--- src/rtl/alu_issue_pkg.sv ---
// alu_issue_pkg: shared definitions for the decode/issue stage.
//   - ALUCTRL_* codes understood by the combinational ALU
//   - RV32I major opcode constants
//   - immediate-format enum, buffered-entry struct and small decode helpers
package alu_issue_pkg;

  localparam int XLEN_P   = 32;
  localparam int CTRL_W_P = 5;

  localparam logic [4:0] ALUCTRL_ADD   = 5'd0;
  localparam logic [4:0] ALUCTRL_SUB   = 5'd1;
  localparam logic [4:0] ALUCTRL_SLL   = 5'd2;
  localparam logic [4:0] ALUCTRL_SLT   = 5'd3;
  localparam logic [4:0] ALUCTRL_SLTU  = 5'd4;
  localparam logic [4:0] ALUCTRL_XOR   = 5'd5;
  localparam logic [4:0] ALUCTRL_SRL   = 5'd6;
  localparam logic [4:0] ALUCTRL_SRA   = 5'd7;
  localparam logic [4:0] ALUCTRL_OR    = 5'd8;
  localparam logic [4:0] ALUCTRL_AND   = 5'd9;
  localparam logic [4:0] ALUCTRL_BEQ   = 5'd10;
  localparam logic [4:0] ALUCTRL_BNE   = 5'd11;
  localparam logic [4:0] ALUCTRL_BLT   = 5'd12;
  localparam logic [4:0] ALUCTRL_BGE   = 5'd13;
  localparam logic [4:0] ALUCTRL_BLTU  = 5'd14;
  localparam logic [4:0] ALUCTRL_BGEU  = 5'd15;
  localparam logic [4:0] ALUCTRL_JAL   = 5'd16;
  localparam logic [4:0] ALUCTRL_JALR  = 5'd17;
  localparam logic [4:0] ALUCTRL_AUIPC = 5'd18;

  localparam logic [6:0] OP_R      = 7'b0110011;
  localparam logic [6:0] OP_IMM    = 7'b0010011;
  localparam logic [6:0] OP_LOAD   = 7'b0000011;
  localparam logic [6:0] OP_STORE  = 7'b0100011;
  localparam logic [6:0] OP_BRANCH = 7'b1100011;
  localparam logic [6:0] OP_JAL    = 7'b1101111;
  localparam logic [6:0] OP_JALR   = 7'b1100111;
  localparam logic [6:0] OP_LUI    = 7'b0110111;
  localparam logic [6:0] OP_AUIPC  = 7'b0010111;

  typedef enum logic [2:0] {
    IMM_NONE = 3'd0,
    IMM_I    = 3'd1,
    IMM_S    = 3'd2,
    IMM_B    = 3'd3,
    IMM_J    = 3'd4,
    IMM_U    = 3'd5,
    IMM_SH   = 3'd6
  } imm_fmt_e;

  typedef struct packed {
    logic [CTRL_W_P-1:0] alu_ctrl;
    logic                immsrc;
    logic                pcsrc;
    logic [XLEN_P-1:0]   imm;
    logic [XLEN_P-1:0]   pc;
    logic [4:0]          rs1;
    logic [4:0]          rs2;
    logic [4:0]          rd;
    logic                illegal;
  } issue_entry_t;

  // Build the immediate for a given format; everything sign-extends from inst[31].
  function automatic logic [31:0] imm_gen(input logic [31:0] inst, input imm_fmt_e fmt);
    logic [31:0] imm;
    case (fmt)
      IMM_I:   imm = {{20{inst[31]}}, inst[31:20]};
      IMM_S:   imm = {{20{inst[31]}}, inst[31:25], inst[11:7]};
      IMM_B:   imm = {{20{inst[31]}}, inst[7], inst[30:25], inst[11:8], 1'b0};
      IMM_J:   imm = {{12{inst[31]}}, inst[19:12], inst[20], inst[30:21], 1'b0};
      IMM_U:   imm = {inst[31:12], 12'd0};
      IMM_SH:  imm = {27'd0, inst[24:20]};
      default: imm = 32'd0;
    endcase
    return imm;
  endfunction

  // Map funct3 (plus the alternate bit, inst[30]) to an ALU operation.
  // Callers only pass alt=1 where SUB/SRA are legal.
  function automatic logic [4:0] alu_op(input logic [2:0] f3, input logic alt);
    logic [4:0] op;
    case (f3)
      3'b000:  op = alt ? ALUCTRL_SUB : ALUCTRL_ADD;
      3'b001:  op = ALUCTRL_SLL;
      3'b010:  op = ALUCTRL_SLT;
      3'b011:  op = ALUCTRL_SLTU;
      3'b100:  op = ALUCTRL_XOR;
      3'b101:  op = alt ? ALUCTRL_SRA : ALUCTRL_SRL;
      3'b110:  op = ALUCTRL_OR;
      3'b111:  op = ALUCTRL_AND;
      default: op = ALUCTRL_ADD;
    endcase
    return op;
  endfunction

endpackage

--- src/rtl/alu_issue_dec.sv ---
// alu_issue_dec: combinational RV32I instruction -> ALU control decoder.
//   inst      in   instruction word
//   alu_ctrl  out  ALUCTRL_* code
//   immsrc    out  0 = rs2 operand, 1 = immediate
//   pcsrc     out  0 = rs1 operand, 1 = pc
//   imm       out  sign-extended immediate (0 when illegal)
//   rs1/rs2/rd out register indices
//   illegal   out  undecodable instruction
module alu_issue_dec
  import alu_issue_pkg::*;
(
  input  logic [31:0] inst,
  output logic [4:0]  alu_ctrl,
  output logic        immsrc,
  output logic        pcsrc,
  output logic [31:0] imm,
  output logic [4:0]  rs1,
  output logic [4:0]  rs2,
  output logic [4:0]  rd,
  output logic        illegal
);

  logic [6:0] opcode;
  logic [2:0] f3;
  logic [6:0] f7;
  imm_fmt_e   fmt;

  assign opcode = inst[6:0];
  assign f3     = inst[14:12];
  assign f7     = inst[31:25];

  // Opcode/funct decode into control fields and immediate format.
  always_comb begin
    alu_ctrl = ALUCTRL_ADD;
    immsrc   = 1'b0;
    pcsrc    = 1'b0;
    fmt      = IMM_NONE;
    illegal  = 1'b0;
    rs1      = inst[19:15];
    rs2      = inst[24:20];
    rd       = inst[11:7];
    case (opcode)
      OP_R: begin
        // funct7 0100000 is only meaningful for SUB and SRA.
        if (f7 == 7'h00 || (f7 == 7'h20 && (f3 == 3'b000 || f3 == 3'b101))) begin
          alu_ctrl = alu_op(f3, inst[30]);
        end else begin
          illegal = 1'b1;
        end
      end
      OP_IMM: begin
        // inst[30] only selects SRAI; ADDI with inst[30] set stays ADD.
        immsrc   = 1'b1;
        alu_ctrl = alu_op(f3, (f3 == 3'b101) && inst[30]);
        fmt      = (f3 == 3'b001 || f3 == 3'b101) ? IMM_SH : IMM_I;
      end
      OP_LOAD: begin
        immsrc = 1'b1;
        fmt    = IMM_I;
      end
      OP_STORE: begin
        immsrc = 1'b1;
        fmt    = IMM_S;
      end
      OP_BRANCH: begin
        fmt = IMM_B;
        case (f3)
          3'b000:  alu_ctrl = ALUCTRL_BEQ;
          3'b001:  alu_ctrl = ALUCTRL_BNE;
          3'b100:  alu_ctrl = ALUCTRL_BLT;
          3'b101:  alu_ctrl = ALUCTRL_BGE;
          3'b110:  alu_ctrl = ALUCTRL_BLTU;
          3'b111:  alu_ctrl = ALUCTRL_BGEU;
          default: illegal  = 1'b1;
        endcase
      end
      OP_JAL: begin
        alu_ctrl = ALUCTRL_JAL;
        pcsrc    = 1'b1;
        immsrc   = 1'b1;
        fmt      = IMM_J;
      end
      OP_JALR: begin
        alu_ctrl = ALUCTRL_JALR;
        immsrc   = 1'b1;
        fmt      = IMM_I;
      end
      OP_LUI: begin
        // rs1 forced to x0 so the ALU computes 0 + imm.
        rs1    = 5'd0;
        immsrc = 1'b1;
        fmt    = IMM_U;
      end
      OP_AUIPC: begin
        alu_ctrl = ALUCTRL_AUIPC;
        pcsrc    = 1'b1;
        immsrc   = 1'b1;
        fmt      = IMM_U;
      end
      default: illegal = 1'b1;
    endcase

    // Illegal entries carry a neutral ADD with zero immediate and operand selects.
    if (illegal) begin
      alu_ctrl = ALUCTRL_ADD;
      immsrc   = 1'b0;
      pcsrc    = 1'b0;
      imm      = 32'd0;
    end else begin
      imm = imm_gen(inst, fmt);
    end
  end

endmodule

--- src/rtl/alu_issue.sv ---
// alu_issue: RV32I decode/issue stage with a 2-entry skid buffer.
//   clk, rst_n          clock, async active-low reset
//   in_valid/in_ready   fetch handshake (in_ready registered: not full)
//   in_inst, in_pc      instruction and its PC
//   flush               drop all buffered entries and the current input beat
//   out_valid/out_ready execute handshake
//   out_*               decoded fields of the head entry, driven from flops
module alu_issue
  import alu_issue_pkg::*;
#(
  parameter int XLEN   = 32,
  parameter int CTRL_W = 5
) (
  input  logic              clk,
  input  logic              rst_n,
  input  logic              in_valid,
  output logic              in_ready,
  input  logic [XLEN-1:0]   in_inst,
  input  logic [XLEN-1:0]   in_pc,
  input  logic              flush,
  output logic              out_valid,
  input  logic              out_ready,
  output logic [CTRL_W-1:0] out_alu_ctrl,
  output logic              out_immsrc,
  output logic              out_pcsrc,
  output logic [XLEN-1:0]   out_imm,
  output logic [XLEN-1:0]   out_pc,
  output logic [4:0]        out_rs1,
  output logic [4:0]        out_rs2,
  output logic [4:0]        out_rd,
  output logic              out_illegal
);

  // head_q is the entry presented on out_*; skid_q holds the second entry.
  issue_entry_t head_q, head_d;
  issue_entry_t skid_q, skid_d;
  issue_entry_t dec_ent;
  logic [1:0]   count_q, count_d;
  logic         in_ready_q, in_ready_d;
  logic         out_valid_q, out_valid_d;
  logic         push, pop;

  alu_issue_dec u_dec (
    .inst     (in_inst),
    .alu_ctrl (dec_ent.alu_ctrl),
    .immsrc   (dec_ent.immsrc),
    .pcsrc    (dec_ent.pcsrc),
    .imm      (dec_ent.imm),
    .rs1      (dec_ent.rs1),
    .rs2      (dec_ent.rs2),
    .rd       (dec_ent.rd),
    .illegal  (dec_ent.illegal)
  );
  assign dec_ent.pc = in_pc;

  assign push = in_valid && in_ready_q;
  assign pop  = out_valid_q && out_ready;

  // Next-state for the buffer; flush wins over any push/pop this cycle.
  always_comb begin
    count_d = count_q;
    head_d  = head_q;
    skid_d  = skid_q;
    if (flush) begin
      count_d = 2'd0;
      head_d  = '0;
      skid_d  = '0;
    end else begin
      case ({push, pop})
        2'b10: begin
          if (count_q == 2'd0) begin
            head_d = dec_ent;
          end else begin
            skid_d = dec_ent;
          end
          count_d = count_q + 2'd1;
        end
        2'b01: begin
          head_d  = skid_q;
          count_d = count_q - 2'd1;
        end
        // Only reachable at count 1: the new entry replaces the departing head.
        2'b11: begin
          head_d = dec_ent;
        end
        default: begin
          count_d = count_q;
        end
      endcase
    end
    in_ready_d  = (count_d != 2'd2);
    out_valid_d = (count_d != 2'd0);
  end

  // Buffer state and registered handshake outputs.
  always_ff @(posedge clk or negedge rst_n) begin
    if (!rst_n) begin
      count_q     <= 2'd0;
      head_q      <= '0;
      skid_q      <= '0;
      in_ready_q  <= 1'b1;
      out_valid_q <= 1'b0;
    end else begin
      count_q     <= count_d;
      head_q      <= head_d;
      skid_q      <= skid_d;
      in_ready_q  <= in_ready_d;
      out_valid_q <= out_valid_d;
    end
  end

  assign in_ready     = in_ready_q;
  assign out_valid    = out_valid_q;
  assign out_alu_ctrl = head_q.alu_ctrl;
  assign out_immsrc   = head_q.immsrc;
  assign out_pcsrc    = head_q.pcsrc;
  assign out_imm      = head_q.imm;
  assign out_pc       = head_q.pc;
  assign out_rs1      = head_q.rs1;
  assign out_rs2      = head_q.rs2;
  assign out_rd       = head_q.rd;
  assign out_illegal  = head_q.illegal;

endmodule

--- config.mk ---
export PLATFORM = sky130hd
export DESIGN_NAME = alu_issue
export DESIGN_NICKNAME = d
export VERILOG_FILES = /design/src/rtl/alu_issue_pkg.sv /design/src/rtl/alu_issue_dec.sv /design/src/rtl/alu_issue.sv
export SDC_FILE = /design/constraint.sdc
export NUM_CORES = 1
export LEC_CHECK = 0
export ABC_AREA = 1
export ABC_CLOCK_PERIOD_IN_PS = 4200
export CORE_ASPECT_RATIO = 0.7
export CORE_UTILIZATION = 40
export CTS_CLUSTER_SIZE = 30
export DETAILED_ROUTE_END_ITERATION = 7
export GPL_TIMING_DRIVEN = 0
export HOLD_SLACK_MARGIN = 0.08
export PLACE_DENSITY_LB_ADDON = 0.12
export SLEW_MARGIN = 0
export SYNTH_ARGS = -nofsm -noshare
export SYNTH_HDL_FRONTEND = slang
export SYNTH_SLANG_ARGS = --single-unit
--- constraint.sdc ---
create_clock -name clk -period 4.2 [get_ports clk]
set_input_delay 0.84 -clock clk [delete_from_list [all_inputs] [get_ports clk]]
set_output_delay 0.84 -clock clk [all_outputs]
set_load 0.005 [all_outputs]
### Yosys cells after proc, flatten, opt, wreduce, memory -nomap -nowiden

Index checks and enable logic that the tools add are counted.

* bits in registers: 178
* input bits: 69
* output and inout port bits: 89
* logic and storage cells: 102

* $add $sub $neg: 2
* eq/ne operators: 29
* multiplexer cells: 30
* reductions and logical operators: 20

Operator list (count)
* $mux W87: 5
* $pmux W87 S3: 1
* $pmux W32 S6: 1
* $pmux W5 S8: 2
* $mux W32: 1
* $pmux W5 S6: 1
* $eq A7 B6 Y1 const B: 4
* $pmux W4 S6: 1
* $eq A3 B3 Y1 const B: 7
* $eq A7 B7 Y1 const B: 3
* $pmux W3 S6: 1
* $mux W5: 3
* $eq A7 B5 Y1 const B: 2
* $eq A3 B2 Y1 const B: 4
* $mux W1: 10
* $eq A7 B2 Y1 const B: 1
* $logic_not A7 Y1: 1
* $reduce_or A7 Y1: 1
* $eq A3 B1 Y1 const B: 2
* $reduce_or A2 Y1: 3
* $reduce_or A6 Y1: 1
* $eq A2 B2 Y1 const B: 2
* $logic_and A1 B1 Y1: 4
* $ne A2 B2 Y1 const B: 2
* other kinds (14): 18

### Longest topological paths before layout

Gate-level depths: netlist of the first run.

* word-level depth: 10
* gate-level depth with buffers: 15
* mapped depth without buffers: 13

### Hierarchy

A second synthesis of the first run with hierarchy kept.

* cell total of the unflattened synthesis: 1215
* area total of the unflattened synthesis: 10004.6 µm²

By module, submodules not included
* alu_issue: instances 1, cells each 894, area each 8279.2 µm², sequential area each 4455.5 µm²
* alu_issue_dec: instances 1, cells each 321, area each 1725.4 µm², sequential area each 0.0 µm²

### Worst setup path after synthesis of the first run

No wires, ideal clock.

* kind: input to register
* start point: input port in_valid
* end point: register head_q, in the netlist out_imm[10]
* setup time: 0.117 ns
* arrival: 2.166 ns
* required time: 4.083 ns
* slack: 1.917 ns
* stages: 8
* path buffers: 3
* cells stage by stage: nand2_1 ha_1 clkbuf_1 clkbuf_1 clkbuf_1 a21oi_1 nand2_1 nand2_1

* cells in the longest elaborated chain, start to end: 4
* elaborated cells on any way between the ends: 9
* those cells by class: eq/ne (4); mux (2); reduce/logical (3)

Ends and longest elaborated chain
* start: declaration: line alu_issue.sv:16 `input logic in_valid,`
* $logic_and A1 B1 Y1 (*): line alu_issue.sv:56 `assign push = in_valid && in_ready_q;`
* $eq A2 B2 Y1 or $eq A2 B1 Y1 (tied branches): line alu_issue.sv:69 `case ({push, pop})`
* $pmux W87 S3, or another cell as far along: line alu_issue.sv:69
* $mux W87 or $reduce_and A2 Y1 (tied branches)
* end signal: assignment: line alu_issue.sv:99 `head_q <= '0;`
* end signal: assignment: line alu_issue.sv:105 `head_q <= head_d;`
* end: declaration: line alu_issue.sv:35 `issue_entry_t head_q, head_d;`

Every way passes the cells marked *; elsewhere a longest branch is shown, timed or not.
A chain may end at the register's enable or synchronous reset.

### Final worst setup path of the first run

* start point: input port in_valid
* end point: register head_q, in the netlist out_rd[4]

The elaborated chain is that of the path after synthesis.

==> metrics.yaml, run 1 <==
pwr:
  intPower_uw: 3331
  power.switching_uw: 1634
  power_frac_seq: 0.420
  power_density_mw_per_mm2: 441.7
  irDropWorstVdd_mv: 0.2439
  p_leak_uw: 0.005524
  switching_share: 0.3291
  clockPowerShare: 0.315
  combPwrFrac: 0.265
  total_power_uw: 4965
logic_synthesis:
  synth_top_area_frac: 0.5072
  synth_area_leader_cell: "dfrtp_1"
  syn_inst: 997
  syn-num-nets: 1068
  ys_ff_latch: 178
  ys_types: 39
  syn_area_per_cell_um2: 8.760
  netlist_area_mm2: 0.008733
  synth.area.top_cells: "dfrtp_1, nand2_1, o21ai_0"
  ys_warn_count: 0
  yosysSeqAreaShare: 0.5102
clock_network:
  cts_setup_buffers: 0
  cts.repair.resized: 0
  cts.hold.buffers_added: 0
  cts_inserted_buffers: 17
  clk_pin_slew_ns: 0.08
  clk_path_buf_depth: 2
  cts_root_buf: "clkbuf_16"
  cts_max_level: 4
  numClockSinks: 178
  clkLatencyLatePin_ns: 0.44
  cts_tree: "done"
finish:
  num-nets-final: 1244
  drive_gt1_frac: 0.1079
  fin_area_mm2: 0.01124
  area_growth_pct: 28.71
  insertedDiodeCount: 0
  fillers: 2006
floorplanning:
  start_util: 0.4142
  row_count: 44
  fp.dieW_um: 178.6
  ios: 158
  die_h_um: 125.6
  die_area_mm2: 0.02244
  coreArea_mm2: 0.02109
route:
  ant_nets: 0
  drtIter0Drc: 685
  routed_wl_um: 25210
  vias: 7524
  first_pass_iters: 5
  wl_per_cell_um: 17.24
  viasPerCell: 5.146
  drc: 0
worst_setup_path:
  critPathLaunchType: "input port"
  cp_max_fo: 10
  ff2ff_path_depth: 9
  reg2reg_from: "in_ready$_DFF_PN1_"
  critPathCaptureType: "register"
  crit_buf_inv: 5
  r2r_setup_slack_ns: 1.47
  worstSetupPathType: "in2reg"
  crit_required_ns: 4.50
  critPathTopFamily: "buffers and inverters"
  cp_cell_sequence: "clkdlybuf4s50_1 -> nand2_1 -> ha_1 -> clkbuf_1 -> inv_1 -> nand3_1 -> nand2_1 -> buf_2 -> clkbuf_1 -> o21ai_0"
  arrival_ns: 3.35
  max_stage_delay_ns: 0.45
  timing.rr.end: "out_rd[4]$_DFFE_PN0P_"
  crit_path_top_delay_cell: "clkdlybuf4s50_1"
placed_design:
  place_congestion: 0.9023
  io_buffers: 156
  pre_cts_slack_ns: 0.6569
  placed_area_mm2: 0.01067
  dp.final_hpwl_um: 18230
worst_hold_path:
  hp-class: "in2async"
grt:
  grt-ovfl-total: 0
  grt_pass1_vias: 7300
  grt_pass1_wl_um: 40330
  grt_max_degree: 102
  grtUsageTotal: 0.2355
  antenna_found_initial: 1
flow_run:
  maxCapViolCount: 0
timing:
  holdWs_ns: 0.3730
  maxSlewHeadroom: 0.4097
  finalMaxSlewViolations: 0
  final_hold_viol_count: 0
  fin_crit_ns: 3.052
  max_freq_mhz: 327.7
  setup_ws_ns: 1.148
  skew_ns: 0.01034
  tns_ns: 0
  setup_viol: 0
  worst_slew_pin_slew_ns: 0.8854
  finalCritPeriodShare: 0.7266
  rsz0062_at_grt: "no"
outcome:
  status: "finished clean"
power groups by stage:
stage | Combinational [µW] | Clock [µW] | Sequential [µW]
5_1_grt | 1450 | 1660 | 2110
2_1_floorplan | 602 | 0 | 2110
3_3_place_gp | 1300 | 0 | 2120
4_1_cts | 1330 | 1600 | 2090
3_5_place_dp | 1320 | 0 | 2120
6_report | 1320 | 1560 | 2080
flip-flops by register name, summed over array words and instances (netlist names):
register / flops
count_q: 2
in_ready: 1
out_alu_ctrl: 5
out_illegal: 1
out_imm: 32
out_immsrc: 1
out_pc: 32
out_pcsrc: 1
out_rd: 5
out_rs1: 5
out_rs2: 5
out_valid: 1
skid_q: 87
how the worst max path moves through the flow:
stage               slack [ns]                 endpoint  cells past startpoint  startpoint
floorplan                 1.92  out_imm[10]$_DFFE_PN0P_                      8    in_valid
global route              0.93    out_rd[4]$_DFFE_PN0P_                     10    in_valid
finish                    1.15    out_rd[4]$_DFFE_PN0P_                     10    in_valid
detailed placement        0.66    out_rd[4]$_DFFE_PN0P_                     10    in_valid
CTS                       1.11    out_rd[4]$_DFFE_PN0P_                     10    in_valid
global placement         -5.44  out_imm[28]$_DFFE_PN0P_                      1       rst_n
cell usage after synthesis (all sizes together):
cell type and instances:
dfstp 1, o221ai 1, o22ai 40, clkinv 1, or2 2, xor2 1, dfrtp 177, buf 21
nor2 44, clkbuf 41, a31oi 1, nand3 51, a22oi 1, a21oi 57, inv 82, a22o 36
mux2i 31, o2111ai 1, o21ai 96, ha 2, nor3 2, o211ai 4, nand2 304
cell usage in the layout (no fill, tap or decap), drive strengths merged:
cell type | netlist | final
xor2 | 1 | 1
nor3 | 2 | 2
or2 | 2 | 2
nand3 | 51 | 51
clkbuf | 41 | 59
a22oi | 1 | 1
a22o | 36 | 36
o211ai | 4 | 4
o22ai | 40 | 40
clkinvlp | 0 | 2
dfstp | 1 | 1
clkinv | 1 | 6
buf | 21 | 23
o221ai | 1 | 1
dfrtp | 177 | 177
a21oi | 57 | 57
clkdlybuf4s50 | 0 | 155
mux2i | 31 | 31
o21ai | 96 | 96
nor2 | 44 | 44
ha | 2 | 2
a31oi | 1 | 1
nand2 | 304 | 304
inv | 82 | 89
o2111ai | 1 | 1
final cells by class:
| class | instances | area (µm²) | area share |
|---|---|---|---|
| Buffer | 62 | 321.6 | 0.02861 |
| Timing Repair Buffer | 157 | 1594 | 0.1418 |
| Sequential cell | 178 | 4456 | 0.3964 |
| Clock buffer | 18 | 429.2 | 0.03818 |
| Tap cell | 276 | 345.3 | 0.03072 |
| Inverter | 83 | 314.1 | 0.02794 |
| Clock inverter | 14 | 138.9 | 0.01236 |
| Multi-Input combinational cell | 674 | 3642 | 0.3240 |
through the flow:
step,std cells,util
after floorplan,997,-
after CTS,1462,0.5331
after detailed placement,1430,0.5062
after global placement,1429,0.5046
after global routing,1462,0.5331
final,1462,0.5331
layer usage:
| metal | share of wire | vias up | track usage |
|---|---|---|---|
| met1 | 0.50 | 3606 | 0.3705 |
| met5 | 0 | - | 0 |
| met4 | 0.013 | 0 | 0.06431 |
| li1 | - | 3655 | - |
| met2 | 0.42 | 239 | 0.3217 |
| met3 | 0.066 | 24 | 0.05012 |
cells by family (layout without fill, tap and decap cells):
group | Yosys count | after routing | share of synthesized area
compound gates | 237 | 237 | 0.1595
xor+xnor | 1 | 1 | 0.001003
fa+ha+maj | 2 | 2 | 0.002865
buf+inv | 145 | 334 | 0.07278
flops | 178 | 178 | 0.5102
mux | 31 | 31 | 0.03553
simple gates | 403 | 403 | 0.2182
No activity file was read; power rests on OpenSTA's default activity.
==> run 2, diff against run 1 <==
--- a/config.mk
+++ b/config.mk
@@ -6,7 +6,7 @@
 export NUM_CORES = 1
 export LEC_CHECK = 0
 export ABC_AREA = 1
-export ABC_CLOCK_PERIOD_IN_PS = 4200
+export ABC_CLOCK_PERIOD_IN_PS = 3000
 export CORE_ASPECT_RATIO = 0.7
 export CORE_UTILIZATION = 40
 export CTS_CLUSTER_SIZE = 30
==> constraint.sdc (replaced) <==
create_clock -name clk -period 3 [get_ports clk]
set_input_delay 0.6 -clock clk [delete_from_list [all_inputs] [get_ports clk]]
set_output_delay 0.6 -clock clk [all_outputs]
set_load 0.005 [all_outputs]
==> run 2 against run 1 <==
Clock skew about the same. First-iteration DRC count decreased by 3.8%. Sequential share of layout area about the same. Clock-buffer cell count unchanged. Combinational power increased by 39%. Sequential power increased by 40%. Critical path depth unchanged. Critical endpoint is now out_imm[23]$_DFFE_PN0P_.
==> metrics.yaml, run 2 (synthesis results as in run 1) <==
floorplanning:
  row_count: 44  # unchanged
  die_h_um: 125.6  # unchanged
  coreArea_mm2: 0.02109  # unchanged
  ios: 158  # unchanged
  fp.dieW_um: 178.6  # unchanged
  start_util: 0.4142  # unchanged
  die_area_mm2: 0.02244  # unchanged
clock_network:
  numClockSinks: 178  # unchanged
  clk_path_buf_depth: 2  # unchanged
  cts_setup_buffers: 0  # unchanged
  clkLatencyLatePin_ns: 0.44  # about the same
  cts_tree: "done"  # unchanged
  cts_root_buf: "clkbuf_16"  # unchanged
  cts_inserted_buffers: 17  # unchanged
  clk_pin_slew_ns: 0.08  # about the same
  cts_max_level: 4  # unchanged
pwr:
  intPower_uw: 4664  # was 3331 µW
  power_density_mw_per_mm2: 618.1  # was 441.7 mW/mm²
  total_power_uw: 6951  # was 4965 µW
  clockPowerShare: 0.315  # about the same
  p_leak_uw: 0.005530  # was 0.005524 µW
  irDropWorstVdd_mv: 0.3410  # was 0.2439 mV
  combPwrFrac: 0.265  # about the same
  switching_share: 0.3290  # was 0.3291
  power.switching_uw: 2287  # was 1634 µW
  power_frac_seq: 0.420  # about the same
timing:
  finalMaxSlewViolations: 0  # unchanged
  fin_crit_ns: 2.767
  finalCritPeriodShare: 0.9223
  rsz0062_at_grt: "no"  # unchanged
  maxSlewHeadroom: 0.4080  # was 0.4097
  final_hold_viol_count: 0  # unchanged
  worst_slew_pin_slew_ns: 0.8880  # was 0.8854 ns
  skew_ns: 0.01020  # was 0.01034 ns
  setup_viol: 0  # unchanged
  max_freq_mhz: 361.4
worst_setup_path:
  reg2reg_from: "in_ready$_DFF_PN1_"  # unchanged
  crit_buf_inv: 5  # unchanged
  critPathTopFamily: "buffers and inverters"  # unchanged
  cp_cell_sequence: "clkdlybuf4s50_1 -> nand2_1 -> inv_1 -> ha_1 -> clkbuf_1 -> clkbuf_1 -> clkbuf_1 -> a21oi_1 -> nand2_1 -> nand2_1"  # was clkdlybuf4s50_1 -> nand2_1 -> ha_1 -> clkbuf_1 -> inv_1 -> nand3_1 -> nand2_1 -> buf_2 -> clkbuf_1 -> o21ai_0
  cp.depth: 10  # unchanged
  crit_required_ns: 3.34  # was 4.50 ns
  r2r_setup_slack_ns: 0.38  # was 1.47 ns
  critPathCaptureType: "register"  # unchanged
  timing.rr.end: "out_rs2[0]$_DFFE_PN0P_"  # was out_rd[4]$_DFFE_PN0P_
  arrival_ns: 3.10  # was 3.35 ns
  crit_path_top_delay_cell: "clkbuf_1"  # was clkdlybuf4s50_1
  ff2ff_path_depth: 8  # was 9
  max_stage_delay_ns: 0.71  # was 0.45 ns
  cp_max_fo: 10  # unchanged
  worstSetupPathType: "in2reg"  # unchanged
  critPathLaunchType: "input port"  # unchanged
placed_design:
  placed_area_mm2: 0.01067  # unchanged
  place_congestion: 0.9023  # unchanged
  io_buffers: 156  # unchanged
  dp.final_hpwl_um: 18230  # unchanged
worst_hold_path:
  hp-class: "in2async"  # unchanged
grt:
  grt-ovfl-total: 0  # unchanged
  grt_pass1_vias: 7300  # unchanged
  grt_pass1_wl_um: 40330  # unchanged
  antenna_found_initial: 1  # unchanged
  grt_max_degree: 102  # unchanged
  grtUsageTotal: 0.2355  # unchanged
finish:
  largest_register: "skid_q"  # unchanged
  num-nets-final: 1244  # unchanged
  fin_area_mm2: 0.01125  # was 0.01124 mm²
  largest_reg_flops: 87  # unchanged
  final_cell_mix: "nand2_1, dfrtp_1, clkdlybuf4s50_1, o21ai_0, inv_1"  # unchanged
  area_growth_pct: 28.77  # was 28.71%
  fillers: 2003  # was 2006
  mostFrequentLayoutCell: "nand2_1"  # unchanged
  drive_gt1_frac: 0.1096  # was 0.1079
route:
  ant_nets: 0  # unchanged
  vias: 7481  # was 7524
  first_pass_iters: 5  # unchanged
  routed_wl_um: 25210  # about the same
  drc: 0  # unchanged
  drtIter0Drc: 659  # was 685
  wl_per_cell_um: 17.23  # was 17.24 µm
  viasPerCell: 5.113  # was 5.146
outcome:
  status: "finished clean"  # unchanged
flow_run:
  maxCapViolCount: 0  # unchanged
==> run 2: cell count changes in the layout (fill, tap and decap cells not counted), sizes merged <==
cell and change:
diode +1
==> run 2: cell type report <==
type                       instances  area (µm²)  share of cell area
tap                              276       345.3             0.03071
buffer                            62       324.1             0.02882
antenna                            1       2.502           0.0002225
inverter                          83       314.1             0.02793
multi-input combinational        674        3642              0.3239
clock inverter                    14       138.9             0.01235
timing repair buffer             157        1594              0.1417
clock buffer                      18       429.2             0.03816
sequential                       178        4456              0.3962
==> run 2: metal layers <==
metal,GRT usage,share of wire,routed length (µm)
met1,0.3705,0.50,12510
met2,0.3217,0.42,10520
met3,0.05012,0.075,1879
met4,0.06431,0.012,299
met5,0,0,0
==> run 2: power groups by stage <==
| stage | Sequential (µW) | Combinational, µW | Clock [µW] |
|---|---|---|---|
| after global placement | 2960 | 1830 | 0 |
| after global routing | 2960 | 2040 | 2330 |
| after CTS | 2920 | 1860 | 2240 |
| after floorplan | 2960 | 843 | 0 |
| final | 2920 | 1840 | 2190 |
| after detailed placement | 2960 | 1850 | 0 |
==> run 2: worst max-delay path by stage <==
stage / start / to / slack, ns
global route: out_ready / out_imm[25]$_DFFE_PN0P_ / 0.03
global placement: rst_n / out_imm[28]$_DFFE_PN0P_ / -6.40
floorplan: in_valid / out_imm[10]$_DFFE_PN0P_ / 0.96
detailed placement: in_valid / out_rd[4]$_DFFE_PN0P_ / -0.30
finish: out_ready / out_imm[23]$_DFFE_PN0P_ / 0.23
CTS: in_valid / out_rd[4]$_DFFE_PN0P_ / 0.15
==> run 2: metrics by stage <==
| stage | worst slack [ns] | cells | util | TNS (ns) | hold WS (ns) |
|---|---|---|---|---|---|
| after global routing | 0.03291 | 1462 | 0.5332 | 0 | 0.1727 |
| after global placement | -6.402 | 1429 | 0.5046 | -1144.26 | 0.4614 |
| final | 0.2331 | 1463 | 0.5333 | 0 | 0.1342 |
| after CTS | 0.1468 | 1462 | 0.5331 | 0 | 0.1453 |
| after detailed placement | -0.3031 | 1430 | 0.5062 | -11.54 | 0.4661 |
| after floorplan | 0.9571 | 997 | - | 0 | 0.3044 |
==> run 2: worst register-to-register path: stages, from the launching register on <==
cell and delay [ns]:
dfstp_2 0.54, nand2_1 0.10, ha_1 0.21, clkbuf_1 0.17, inv_1 0.18, clkbuf_1 0.54, clkbuf_1 0.40, o21ai_0 0.22
o21ai_0 0.19
==> run 2: what timing repair did <==
item	CTS	global route
endpoints found under the setup margin	0	6
gates resized for setup	0	4
hold buffers	0	0
